`config.mk`:
```
export PLATFORM = sky130hd
export DESIGN_NAME = weight_streamer
export DESIGN_NICKNAME = d
export VERILOG_FILES = /design/src/rtl/weight_streamer.sv
export SDC_FILE = /design/constraint.sdc
export NUM_CORES = 1
export LEC_CHECK = 0
export ABC_AREA = 1
export CORE_ASPECT_RATIO = 0.6
export CORE_UTILIZATION = 34
export DETAILED_ROUTE_END_ITERATION = 10
export HOLD_SLACK_MARGIN = 0.1
export SLEW_MARGIN = 40
export SYNTH_ARGS = -nofsm -noshare
export SYNTH_HDL_FRONTEND = slang
export SYNTH_SLANG_ARGS = --single-unit
```
`constraint.sdc`:
```
create_clock -name clk -period 1.9 [get_ports clk]
set_input_delay 0.38 -clock clk [delete_from_list [all_inputs] [get_ports clk]]
set_output_delay 0.38 -clock clk [all_outputs]
set_load 0.005 [all_outputs]
```
`src/rtl/weight_streamer.sv`:
```
// Weight streamer: reads consecutive weight words from a 1-cycle-latency BRAM
// and presents them as a valid/ready beat stream, tile_num*TN beats per command.
// Reads are credit-gated against a 4-entry skid FIFO, so consumer stalls never
// cause an overflow. TN must be a power of two.
module weight_streamer #(
    parameter int DW = 64,
    parameter int TN = 16,
    parameter int AW = 12,
    parameter int TW = 8
) (
    input  logic          clk,
    input  logic          rst_n,
    input  logic          start,
    input  logic [AW-1:0] base_addr,
    input  logic [TW-1:0] tile_num,
    output logic          busy,
    output logic          done,
    output logic          tile_done,
    output logic          mem_en,
    output logic [AW-1:0] mem_addr,
    input  logic [DW-1:0] mem_rdata,
    output logic          t_valid,
    output logic [DW-1:0] t_data,
    input  logic          t_ready
);

    localparam int TNB   = $clog2(TN);
    localparam int CW    = TW + TNB;
    localparam int DEPTH = 4;

    typedef enum logic [1:0] {
        ST_IDLE   = 2'd0,
        ST_STREAM = 2'd1,
        ST_DONE   = 2'd2
    } state_t;

    state_t        state_reg, state_next;

    logic [CW-1:0] total_reg;
    logic [CW-1:0] issued_reg;
    logic [CW-1:0] beats_reg;
    logic [AW-1:0] rd_addr_reg;
    logic [AW-1:0] mem_addr_reg;
    logic          mem_en_reg;
    logic          rvalid_reg;
    logic          tile_done_reg;

    logic [DW-1:0] fifo_mem [DEPTH];
    logic [1:0]    wr_ptr_reg;
    logic [1:0]    rd_ptr_reg;
    logic [2:0]    count_reg;

    logic          accept;
    logic [CW-1:0] cmd_total;
    logic [3:0]    credit_used;
    logic          issue;
    logic          push;
    logic          pop;
    logic          last_beat;
    logic          tile_last;

    // Full-width beat total so tile_num*TN never truncates.
    assign cmd_total   = CW'(tile_num) * CW'(TN);
    assign accept      = (state_reg == ST_IDLE) && start;

    // Words buffered plus reads still in the BRAM pipeline; a new read only
    // goes out when all of them are guaranteed a FIFO slot.
    assign credit_used = 4'(count_reg) + 4'(mem_en_reg) + 4'(rvalid_reg);
    assign issue       = (state_reg == ST_STREAM) && (issued_reg < total_reg)
                         && (credit_used < 4'(DEPTH));

    assign push        = rvalid_reg;
    assign pop         = t_valid && t_ready;
    assign last_beat   = pop && (beats_reg == total_reg - CW'(1));
    assign tile_last   = pop && (beats_reg[TNB-1:0] == TNB'(TN - 1));

    assign mem_en      = mem_en_reg;
    assign mem_addr    = mem_addr_reg;
    assign tile_done   = tile_done_reg;
    assign t_valid     = (count_reg != 3'd0);
    assign t_data      = fifo_mem[rd_ptr_reg];

    // State register.
    always_ff @(posedge clk or negedge rst_n) begin
        if (!rst_n) begin
            state_reg <= ST_IDLE;
        end else begin
            state_reg <= state_next;
        end
    end

    // Next-state logic and status outputs; busy drops as done rises.
    always_comb begin
        state_next = state_reg;
        busy       = 1'b0;
        done       = 1'b0;
        case (state_reg)
            ST_IDLE: begin
                if (start) begin
                    state_next = (tile_num == '0) ? ST_DONE : ST_STREAM;
                end
            end
            ST_STREAM: begin
                busy = 1'b1;
                if (last_beat) begin
                    state_next = ST_DONE;
                end
            end
            ST_DONE: begin
                done       = 1'b1;
                state_next = ST_IDLE;
            end
            default: state_next = ST_IDLE;
        endcase
    end

    // Command latch, read issue pipeline and beat/tile bookkeeping.
    always_ff @(posedge clk or negedge rst_n) begin
        if (!rst_n) begin
            total_reg     <= '0;
            issued_reg    <= '0;
            beats_reg     <= '0;
            rd_addr_reg   <= '0;
            mem_addr_reg  <= '0;
            mem_en_reg    <= 1'b0;
            rvalid_reg    <= 1'b0;
            tile_done_reg <= 1'b0;
        end else begin
            mem_en_reg    <= issue;
            rvalid_reg    <= mem_en_reg;
            tile_done_reg <= tile_last;
            if (accept) begin
                total_reg   <= cmd_total;
                issued_reg  <= '0;
                beats_reg   <= '0;
                rd_addr_reg <= base_addr;
            end else begin
                if (issue) begin
                    issued_reg   <= issued_reg + CW'(1);
                    rd_addr_reg  <= rd_addr_reg + AW'(1);
                    mem_addr_reg <= rd_addr_reg;
                end
                if (pop) begin
                    beats_reg <= beats_reg + CW'(1);
                end
            end
        end
    end

    // Skid FIFO: BRAM data lands the cycle after the read is presented.
    always_ff @(posedge clk or negedge rst_n) begin
        if (!rst_n) begin
            wr_ptr_reg <= '0;
            rd_ptr_reg <= '0;
            count_reg  <= '0;
            for (int i = 0; i < DEPTH; i++) begin
                fifo_mem[i] <= '0;
            end
        end else begin
            if (push) begin
                fifo_mem[wr_ptr_reg] <= mem_rdata;
                wr_ptr_reg           <= wr_ptr_reg + 2'd1;
            end
            if (pop) begin
                rd_ptr_reg <= rd_ptr_reg + 2'd1;
            end
            count_reg <= count_reg + 3'(push) - 3'(pop);
        end
    end

endmodule

```
==> key figures <==
Finish
  – Layout area overhead: 37.4%
  – Max FFs per register: 256
  – Largest Register: fifo_mem
  – Nets: 2088
  – Antenna Cells: 0
  – Layout cells sized above 1: 0.224
  – Fin area: 20200 um^2
  – Final cell count without fillers: 2575

Global routing
  – GRT Overall Usage: 0.188
  – Grt ovf: 0
  – Met1 Use GR: 0.283
  – Initial antenna violation count: 0
  – Largest net degree at the start of global routing: 69
  – Busiest metal layer after global routing: met2
  – Routing usage on met3: 0.0273
  – GR Util met2: 0.286
  – Vias in the first global route: 12169
  – First-pass GRT wire length: 66500 um

Logic synthesis
  – YS warnings: 0
  – Dominant cell type by area after synthesis: dfrtp_1
  – Most frequent cell after synthesis: nand2_1
  – Cells after synthesis: 1767
  – Ys async rst share: 1.00
  – Number of flops mapped to enable cells by yosys: 0
  – Synth top area share: 0.551
  – Cell Area, Synth: 14700 um^2
  – Library cells used by synthesis: 34
  – Post-synth top flop: dfrtp_1
  – Area contributors post-synth: dfrtp_1, o21ai_0, nand2_1
  – Seq/Total Area, Yosys: 0.551
  – Top post-synthesis cells by count: nand2_1, o21ai_0, dfrtp_1
  – Syn Nets: 1875
  – Yosys reg bits: 324
  – Average instance area after synthesis: 8.33 um^2

Worst hold path
  – Worst min path class: primary input to asynchronous set/reset pin

Timing
  – Setup ws final: -0.387 ns
  – Post-Route Setup TNS: -20.51 ns
  – Tightest Pin Transition: 0.392 ns
  – Rel. slew slack: 0.739
  – Fmax: 0.437 GHz
  – Fin. Hold Viols: 0
  – Max Slew Vio Count: 0
  – RSZ-0062 raised after global routing: yes
  – Skew final: 0.0129 ns
  – Final Setup Violations: 89
  – Crit path time final: 2.29 ns
  – Final Cycle Share: 1.20

Critical path
  – CP Data Required Time: 1.52 ns
  – Crit path DAT: 1.91 ns
  – Worst Path Max Fanout: 5
  – Cell family with most CP delay: buffers and inverters
  – Crit end category: output pin
  – Worst setup SP type: register
  – Cells along the critical path: inv_8, buf_4, buf_8, buf_16, o21ai_1, o22ai_2, buf_2
  – Critical path buffers and inverters: 5
  – Crit Path Category: register to output pin
  – CP max stage cell: dfrtp_4
  – CP peak stage delay: 0.49 ns

Routing
  – WL/cell: 17.4 um
  – Pre-antenna DRT Iters: 5
  – DR vias: 13062
  – Drt total wl: 44900 um
  – Antenna-violating nets left: 0
  – DRC: 0
  – DR iter-0 viols: 996
  – Vias per cell: 5.07

Placement
  – IO Port Bufs: 168
  – Area of placed instances: 17600 um^2
  – DP Wirelength: 25700 um
  – DP Cell Count: 2459
  – RD Place Congestion: 0.819
  – Place WS: -0.341 ns

CTS
  – TritonCTS clock tree: done
  – Clock buffer depth: 3
  – Clock slew at reported path FFs: 0.06 ns
  – CTS root buf: clkbuf_16
  – Clk Latency, worst-skew pair: 0.52 ns
  – H-tree depth: 2
  – Clock Sinks: 324
  – Num CTS Buffers: 34

Die
  – Rows: 58
  – Die area: 44200 um^2
  – Die height: 163 um
  – Starting Density: 0.348
  – Num ports: 169
  – Die Wd: 271 um
  – Core area: 42300 um^2

Power
  – Static Leak: 9.50 nW
  – Max VDD drop: 0.590 mV
  – Power Dens Cells: 1840 nW/um^2

Flow run
  – MaxCap Viol Count: 0

Outcome
  – Status: complete, but fails checks
  – Failing checks: setup timing
layer usage:
metal,vias to the layer above,share of wire
met3,61,0.050
met4,0,0.015
met5,-,0
met1,6379,0.49
li1,6238,-
met2,384,0.44
path summary, 6_finish.rpt:
| kind | start | to | slack, ns | cells past startpoint |
|---|---|---|---|---|
| max in group asynchronous | rst_n | fifo_mem[188] | 0.81 | 4 |
| setup reg to reg | count_reg[0] | rd_addr_reg[0] | -0.04 | 11 |
| min in group clk | tile_num[7] | total_reg[11] | 0.47 | 3 |
| setup / recovery | rd_ptr_reg[0] | t_data[58] | -0.39 | 7 |
| hold / removal | rst_n | fifo_mem[9] | 0.35 | 2 |
| hold reg to reg | mem_en | push | 0.47 | 0 |
cells in the final DEF (no fill, tap or decap), types with 4 or more instances in the layout:
| cell | netlist | layout |
|---|---|---|
| nor2_4 | 0 | 20 |
| xnor2_1 | 4 | 4 |
| nand2_4 | 1 | 13 |
| nor3_1 | 7 | 7 |
| o22ai_1 | 64 | 38 |
| nand4_1 | 4 | 4 |
| buf_2 | 17 | 64 |
| clkbuf_8 | 0 | 9 |
| nand3_2 | 0 | 25 |
| a21oi_1 | 10 | 10 |
| o21ai_4 | 0 | 4 |
| buf_4 | 3 | 41 |
| buf_8 | 1 | 10 |
| buf_6 | 2 | 15 |
| ha_1 | 19 | 16 |
| dfrtp_1 | 324 | 322 |
| o21ai_1 | 5 | 55 |
| clkbuf_1 | 88 | 7 |
| nand2_2 | 1 | 14 |
| buf_12 | 0 | 35 |
| o22ai_2 | 0 | 26 |
| clkdlybuf4s50_1 | 0 | 99 |
| nand3_1 | 44 | 19 |
| o21ai_2 | 0 | 44 |
| buf_16 | 0 | 11 |
| clkbuf_16 | 0 | 44 |
| inv_2 | 3 | 7 |
| inv_1 | 110 | 104 |
| nor2_1 | 186 | 127 |
| xor2_1 | 20 | 19 |
| nand2_8 | 1 | 4 |
| nor2_2 | 2 | 41 |
| nand2_1 | 432 | 406 |
| clkinv_2 | 0 | 6 |
| o21ai_0 | 407 | 309 |
final cells by class:
| cell class | instances | area (um^2) |
|---|---|---|
| well taps | 570 | 713 |
| multi-input cells | 1219 | 6680 |
| repair buffers | 287 | 3160 |
| clock buffers | 53 | 1080 |
| clock inverters | 8 | 45.0 |
| fillers | 3975 | 22100 |
| inverters | 114 | 440 |
| flip-flops and latches | 324 | 8110 |
stage by stage:
stage / power [mW] / hold slack (ns) / util
4_1_cts: 34.3 / 0.348 / 0.452
2_1_floorplan: 19.6 / 0.0844 / -
5_1_grt: 39.8 / 0.362 / 0.478
3_5_place_dp: 26.4 / 0.306 / 0.415
3_3_place_gp: 26.0 / 0.304 / 0.415
6_report: 37.2 / 0.347 / 0.478
cells by family after synthesis:
logic type / Yosys count / share of synthesized area
AND/OR/NAND/NOR: 683 / 0.183
flip-flops: 324 / 0.551
adder cells (fa/ha/maj): 20 / 0.0175
buffers and inverters: 226 / 0.0616
AO/OA/AOI/OAI: 490 / 0.173
XOR/XNOR: 24 / 0.0143
power by group:
| group | leakage [nW] | switching [mW] | internal (mW) | total [mW] |
|---|---|---|---|---|
| Clock | 0.553 | 2.81 | 3.90 | 6.71 |
| Combinational | 5.01 | 9.57 | 8.29 | 17.9 |
| Sequential | 3.94 | 2.36 | 10.2 | 12.6 |
what timing repair did:
item / in CTS / in global routing
buffers inserted: 19 / 13
endpoints found under the setup margin: 69 / 105
hold buffers: 1 / 0
pin swaps: 37 / 83
hold endpoints to repair: 29 / 0
resized for setup: 382 / 255
gates cloned: 12 / 13
No activity file was read; power rests on OpenSTA's default activity.
